$ cat config.mk
export PLATFORM = sky130hd
export DESIGN_NAME = vga_sync_gen
export DESIGN_NICKNAME = d
export VERILOG_FILES = /design/src/rtl/vga_sync_gen.sv
export SDC_FILE = /design/constraint.sdc
export NUM_CORES = 1
export LEC_CHECK = 0
export ABC_AREA = 0
export BUFFER_PORTS_ARGS = -buffer_cell sky130_fd_sc_hd__buf_2
export CAP_MARGIN = 10
export CORE_MARGIN = 1
export CORE_UTILIZATION = 61
export CTS_BUF_LIST = sky130_fd_sc_hd__clkbuf_8
export CTS_CLUSTER_SIZE = 28
export DETAILED_ROUTE_END_ITERATION = 8
export HOLD_SLACK_MARGIN = 0.12
export PLACE_DENSITY = 0.88
export SYNTH_ARGS = -nofsm -noshare
export SYNTH_HDL_FRONTEND = slang
export SYNTH_SLANG_ARGS = --single-unit
$ cat constraint.sdc
create_clock -name clk -period 4.1 [get_ports clk]
set_input_delay 0.82 -clock clk [delete_from_list [all_inputs] [get_ports clk]]
set_output_delay 0.82 -clock clk [all_outputs]
set_load 0.01 [all_outputs]
$ cat src/rtl/vga_sync_gen.sv
// VGA raster timing generator: pixel counters, registered active-low syncs, blanking qualifier.
// Define VGA_SYNC_CLKDIV_EN to derive the pixel enable by dividing clk by 2 internally.
module vga_sync_gen #(
  parameter int unsigned H_DISPLAY = 640,
  parameter int unsigned H_FRONT   = 16,
  parameter int unsigned H_SYNC    = 96,
  parameter int unsigned H_BACK    = 48,
  parameter int unsigned V_DISPLAY = 480,
  parameter int unsigned V_FRONT   = 10,
  parameter int unsigned V_SYNC    = 2,
  parameter int unsigned V_BACK    = 33
) (
  input  logic       clk,
  input  logic       reset,
  output logic [9:0] HCount,
  output logic [9:0] VCount,
  output logic       hsync,
  output logic       vsync,
  output logic       video_on,
  output logic       p_tick,
  output logic       frame_end
);

  localparam logic [9:0] H_VIS    = 10'(H_DISPLAY);
  localparam logic [9:0] H_MAX    = 10'(H_DISPLAY + H_FRONT + H_SYNC + H_BACK - 1);
  localparam logic [9:0] HS_START = 10'(H_DISPLAY + H_FRONT);
  localparam logic [9:0] HS_END   = 10'(H_DISPLAY + H_FRONT + H_SYNC - 1);
  localparam logic [9:0] V_VIS    = 10'(V_DISPLAY);
  localparam logic [9:0] V_MAX    = 10'(V_DISPLAY + V_FRONT + V_SYNC + V_BACK - 1);
  localparam logic [9:0] VS_START = 10'(V_DISPLAY + V_FRONT);
  localparam logic [9:0] VS_END   = 10'(V_DISPLAY + V_FRONT + V_SYNC - 1);

  logic [9:0] h_q, v_q;
  logic [9:0] h_next, v_next;

`ifdef VGA_SYNC_CLKDIV_EN
  logic phase;

  always_ff @(posedge clk) begin
    if (reset) phase <= 1'b0;
    else       phase <= ~phase;
  end

  assign p_tick = phase;
`else
  assign p_tick = 1'b1;
`endif

  always_comb begin
    h_next = h_q;
    v_next = v_q;
    if (p_tick) begin
      if (h_q == H_MAX) begin
        h_next = '0;
        v_next = (v_q == V_MAX) ? '0 : v_q + 10'd1;
      end else begin
        h_next = h_q + 10'd1;
      end
    end
  end

  // Syncs decode the next counts so they change on the same edge as the counters.
  always_ff @(posedge clk) begin
    if (reset) begin
      h_q   <= '0;
      v_q   <= '0;
      hsync <= 1'b1;
      vsync <= 1'b1;
    end else begin
      h_q   <= h_next;
      v_q   <= v_next;
      hsync <= !((h_next >= HS_START) && (h_next <= HS_END));
      vsync <= !((v_next >= VS_START) && (v_next <= VS_END));
    end
  end

  assign HCount    = h_q;
  assign VCount    = v_q;
  assign video_on  = (h_q < H_VIS) && (v_q < V_VIS);
  assign frame_end = p_tick && (h_q == H_MAX) && (v_q == V_MAX);

endmodule

# Yosys cells after proc, flatten, opt, wreduce, memory -nomap -nowiden
# Cells that the tools add are included.
# word_totals
ff_bits	22
input_bits	2
word_cells	23
output_inout_bits	25
# classes
add_sub_neg	2
n_reduce_logical	6
eq_ne	2
order_cmp	6
muxes	3
# op_table
cell	n
2-to-1 mux 10 bit	3
adder 10 x 1 -> 10 bit (second input constant)	2
== test 10 bit (second input constant)	2
greater-or-equal comparator 10 bit (second input constant)	1
greater-or-equal comparator 10 x 9 -> 1 bit (second input constant)	1
less-or-equal comparator 10 bit (second input constant)	1
less-or-equal comparator 10 x 9 -> 1 bit (second input constant)	1
less-than comparator 10 bit (second input constant)	1
less-than comparator 10 x 9 -> 1 bit (second input constant)	1
logical AND 1 bit	4
logical NOT 1 bit	2

# Depth between registers and ports, before layout
# logic_depth
word_depth	6
ltp_mapped	7
depth_no_buf	7

# Worst setup path after synthesis
# No wires, ideal clock.
# synth_timing
kind	reg-to-output
from	register h_q[0] (netlist: HCount[0])
to	output frame_end
path_stages_with_launch	5
path_buffers	0
required_time_ps	3280
t_arrival_ps	1558
path_slack_ps	1722
path_cell_list	dfxtp_1 > ha_1 > and4_1 > nand3_1 > nor4_1
# synth_via
elab_chain_cells	2
# synth_lines
item	line	text
from (decl)	33	logic [9:0] h_q, v_q;
from (signal assigned)	70	h_q <= h_next;
== test 10 bit	80	assign frame_end = p_tick && (h_q == H_MAX) && (v_q == V_MAX);
logical AND 1 bit	80	
to (decl)	21	output logic frame_end
# No other way between the ends.

# Final worst setup path
# Same ends and word-level chain as after synthesis.

==> metrics.txt <==
# TYPE chip_impl_metric gauge
chip_impl_metric{name="critical_path_at",unit="ns"} 1.96
chip_impl_metric{name="cts_made_buffers",unit=""} 3
chip_impl_metric{name="ys_seq_area_frac",unit=""} 0.326
chip_impl_info{name="tritoncts",value="yes"} 1
chip_impl_metric{name="mappedNetlistNets",unit=""} 172
chip_impl_metric{name="seq_power_share",unit=""} 0.551
chip_impl_metric{name="muxShareOfSynthArea",unit=""} 0.00741
chip_impl_metric{name="drv_cap",unit=""} 0
chip_impl_info{name="rr_startpoint",value="HCount[5]"} 1
chip_impl_metric{name="xor_xnor_cell_area_share_of_the_yosys_netlist",unit=""} 0.0714
chip_impl_metric{name="finalHoldViolCount",unit=""} 0
chip_impl_metric{name="post_synth_and_or_nand_nor_area_fraction",unit=""} 0.367
chip_impl_metric{name="antenna_violating_nets_post_route",unit=""} 0
chip_impl_metric{name="synth.ff_latch_count",unit=""} 22
chip_impl_metric{name="dp_hpwl",unit="mm"} 2.17
chip_impl_metric{name="synth-async-reset-ratio",unit=""} 0
chip_impl_metric{name="p_sw_frac",unit=""} 0.225
chip_impl_info{name="ys_dominant_reg_cell",value="sky130_fd_sc_hd__dfxtp_1"} 1
chip_impl_info{name="crit_path_cell_trace",value="ha_1 -> and4_1 -> nand3_1 -> nor4_1 -> buf_2"} 1
chip_impl_metric{name="max_slew.worst_pin.slew",unit="ns"} 0.784
chip_impl_metric{name="post_cts.repair.setup_buffers",unit=""} 0
chip_impl_metric{name="fin_skew",unit="ns"} 0.00683
chip_impl_info{name="critical-path-slowest-cell",value="sky130_fd_sc_hd__dfxtp_1"} 1
chip_impl_metric{name="finish.net_count",unit=""} 191
chip_impl_info{name="combinational_family_with_the_most_area_after_synthesis",value="simple AND/OR/NAND/NOR gates"} 1
chip_impl_metric{name="power_leakage",unit="nW"} 0.609
chip_impl_info{name="worstHoldPathType",value="reg2reg"} 1
chip_impl_info{name="critPathKind",value="reg2out"} 1
chip_impl_metric{name="insertion_delay",unit="ns"} 0.27
chip_impl_metric{name="setup_viol_count_final",unit=""} 0
chip_impl_metric{name="max-slew-margin-rel",unit=""} 0.475
chip_impl_metric{name="cts_resized",unit=""} 0
chip_impl_metric{name="core_footprint",unit="mm²"} 0.00202
chip_impl_metric{name="final_max_slew_viol_count",unit=""} 0
chip_impl_metric{name="synth_adder_area_share",unit=""} 0.0371
chip_impl_info{name="run_status",value="complete, no violations"} 1
chip_impl_metric{name="routabilityCongestion",unit=""} 0.877
chip_impl_metric{name="cp_max_fo",unit=""} 6
chip_impl_metric{name="finish.utilization",unit=""} 0.746
chip_impl_info{name="crit_path_start_kind",value="flop"} 1
chip_impl_metric{name="die_x",unit="µm"} 49.0
chip_impl_metric{name="yosysWarningCount",unit=""} 0
chip_impl_metric{name="layout_min_cycle_time",unit="ns"} 2.78
chip_impl_metric{name="setup_tns",unit="ns"} 0
chip_impl_metric{name="htreeDepth",unit=""} 1
chip_impl_metric{name="critical_path_data_required_time",unit="ns"} 3.28
chip_impl_metric{name="area_growth_syn_to_layout",unit="%"} 11.8
chip_impl_metric{name="first_global_vias",unit=""} 1183
chip_impl_metric{name="grt_first_pass_wirelength",unit="mm"} 5.33
chip_impl_metric{name="die_area",unit="mm²"} 0.00241
chip_impl_metric{name="clock_power_share",unit=""} 0.391
chip_impl_metric{name="yosys.cell_types.count",unit=""} 50
chip_impl_metric{name="gr-usage-all-layers",unit=""} 0.285
chip_impl_metric{name="layout.filler_cells",unit=""} 158
chip_impl_metric{name="clk_pin_slew_worst_paths",unit="ns"} 0.08
chip_impl_metric{name="synth-edff-count",unit=""} 0
chip_impl_info{name="rsz0062_at_grt",value="false"} 1
chip_impl_metric{name="detailroute.via_count",unit=""} 1307
chip_impl_metric{name="mappedNetlistArea",unit="mm²"} 0.00135
chip_impl_metric{name="port_buffers",unit=""} 25
chip_impl_metric{name="wire_per_inst",unit="µm"} 14.9
chip_impl_info{name="crit-reg2reg-capture",value="vsync"} 1
chip_impl_info{name="hold-path-endpoint",value="HCount[0]"} 1
chip_impl_metric{name="clkSinkCount",unit=""} 22
chip_impl_metric{name="synthesis.instances",unit=""} 166
chip_impl_metric{name="net_switching_power",unit="mW"} 0.0908
chip_impl_metric{name="part_of_the_cycle_the_worst_path_needs",unit=""} 0.679
chip_impl_metric{name="slowest_delay",unit="ns"} 0.42
chip_impl_metric{name="max_freq",unit="MHz"} 359
chip_impl_metric{name="power_frac_comb",unit=""} 0.058
chip_impl_metric{name="start_util",unit=""} 0.668
chip_impl_info{name="hold_path.startpoint",value="HCount[0]"} 1
chip_impl_metric{name="grt_max_degree",unit=""} 19
chip_impl_metric{name="wirelength",unit="mm"} 3.15
chip_impl_metric{name="route.detailed.vias_per_inst",unit=""} 6.19
chip_impl_metric{name="drt-pass1-iter-count",unit=""} 4
chip_impl_metric{name="regToRegSetupSlack",unit="ns"} 1.67
chip_impl_metric{name="antenna_found_initial",unit=""} 0
chip_impl_metric{name="drt_drc_violations_left",unit=""} 0
chip_impl_metric{name="syn-mean-instance-area",unit="µm²"} 8.13
chip_impl_metric{name="cts.path.max_buffers",unit=""} 2
chip_impl_metric{name="internal_power",unit="mW"} 0.312
chip_impl_metric{name="rows",unit=""} 16
chip_impl_metric{name="detailedRoute.firstIterationViolations",unit=""} 38
chip_impl_metric{name="synth_compound_area_frac",unit=""} 0.131
chip_impl_metric{name="timing.hold.worst_path_depth",unit=""} 1
chip_impl_metric{name="p_per_area",unit="mW/mm²"} 267
chip_impl_metric{name="gr-total-overflow",unit=""} 0
chip_impl_info{name="endpoint_kind",value="output port"} 1
chip_impl_info{name="final_cell_mix",value="25 x sky130_fd_sc_hd__buf_2, 22 x sky130_fd_sc_hd__dfxtp_1, 16 x sky130_fd_sc_hd__nor2_1, 13 x sky130_fd_sc_hd__nand2_1, 13 x sky130_fd_sc_hd__nand3_1"} 1
chip_impl_metric{name="rr_worst_depth",unit=""} 5
chip_impl_info{name="final_common_cell",value="sky130_fd_sc_hd__buf_2"} 1
chip_impl_metric{name="boundaryPins",unit=""} 27
chip_impl_metric{name="worst_ir_drop_vdd",unit="µV"} 233
chip_impl_metric{name="cts_hold_repair.buffers",unit=""} 0
chip_impl_metric{name="final_layout_size_suffix_gt1_frac",unit=""} 0.207
chip_impl_info{name="cts_root_buffer",value="sky130_fd_sc_hd__clkbuf_8"} 1
chip_impl_metric{name="antenna_cells_inserted",unit=""} 0
chip_impl_metric{name="die_h",unit="µm"} 49.0
==> kinds of logic (layout without fill, tap and decap cells) <==
kind of cell,Yosys count,after routing
mux,1,1
compound gates,26,26
simple gates,84,84
other cells,1,1
fa+ha+maj,4,4
flops,22,22
xor+xnor,11,11
buf+inv,17,35
==> routing by layer <==
metal	global-route usage	vias up	share of wire	wire, µm
li1	-	630	-	-
met1	0.357	604	0.44	1390
met2	0.488	62	0.47	1480
met3	0.0405	11	0.067	210
met4	0.118	0	0.025	78
met5	0	-	0	0
==> critical path: cells and delay by family, from the launching register on <==
| kind | cells | cell delay [ns] |
|---|---|---|
| adders and majority gates | 1 | 0.27 |
| buffers and inverters | 1 | 0.19 |
| DFF | 1 | 0.42 |
| and+or+nand+nor | 3 | 0.81 |
==> flip-flops by register name, indices dropped and copies added (netlist names) <==
signal  flops
hsync       1
HCount     10
VCount     10
vsync       1
==> power by group through the flow <==
stage               clock network [mW]  registers (mW)  logic, mW
floorplan                            0           0.228     0.0160
global placement                     0           0.226     0.0228
detailed placement                   0           0.227     0.0232
CTS                              0.160           0.222     0.0235
global route                     0.167           0.223     0.0254
finish                           0.158           0.222     0.0233
==> cells in the mapped netlist, types with 3 or more instances <==
cell                       instances  area, µm²
sky130_fd_sc_hd__xor2_1            5       43.8
sky130_fd_sc_hd__nand3_1          13       65.1
sky130_fd_sc_hd__nand4_1           4       25.0
sky130_fd_sc_hd__nand2_1          13       48.8
sky130_fd_sc_hd__nor2_1           16       60.1
sky130_fd_sc_hd__nor3b_1           3       22.5
sky130_fd_sc_hd__o21ai_0           3       15.0
sky130_fd_sc_hd__dfxtp_1          22        440
sky130_fd_sc_hd__nor3_1            6       30.0
sky130_fd_sc_hd__a21oi_1           7       35.0
sky130_fd_sc_hd__nor4_1            3       18.8
sky130_fd_sc_hd__clkbuf_1          6       22.5
sky130_fd_sc_hd__ha_1              4       50.1
sky130_fd_sc_hd__xnor2_1           6       52.6
sky130_fd_sc_hd__and3_1            4       25.0
sky130_fd_sc_hd__inv_1             6       22.5
==> metrics by stage <==
| step | power, mW | std cells | setup slack, ns | hold WS (ns) | area [µm²] |
|---|---|---|---|---|---|
| 2_1_floorplan | 0.244 | 166 | 1.72 | 0.548 | 1350 |
| 3_3_place_gp | 0.249 | 207 | 1.74 | 0.499 | 1450 |
| 3_5_place_dp | 0.251 | 207 | 1.64 | 0.544 | 1450 |
| 4_1_cts | 0.406 | 211 | 1.33 | 0.554 | 1510 |
| 5_1_grt | 0.416 | 211 | 1.21 | 0.580 | 1510 |
| 6_report | 0.403 | 211 | 1.32 | 0.547 | 1510 |
==> final cells by class <==
class	instances	area, µm²	share of cell area
Multi-Input combinational cell	127	832	0.551
Timing Repair Buffer	25	125	0.0829
Inverter	6	22.5	0.0149
Tap cell	27	33.8	0.0224
Clock buffer	4	55.1	0.0365
Sequential cell	22	440	0.292
==> worst max-delay path by stage <==
| stage | slack (ns) | from | to | cells after the start |
|---|---|---|---|---|
| finish | 1.32 | HCount[0] | frame_end | 5 |
| global route | 1.21 | HCount[0] | frame_end | 5 |
| CTS | 1.33 | HCount[0] | frame_end | 5 |
| detailed placement | 1.64 | HCount[0] | frame_end | 5 |
| global placement | 1.74 | HCount[0] | frame_end | 5 |
| floorplan | 1.72 | HCount[0] | frame_end | 4 |
No activity file was read; power rests on OpenSTA's default activity.
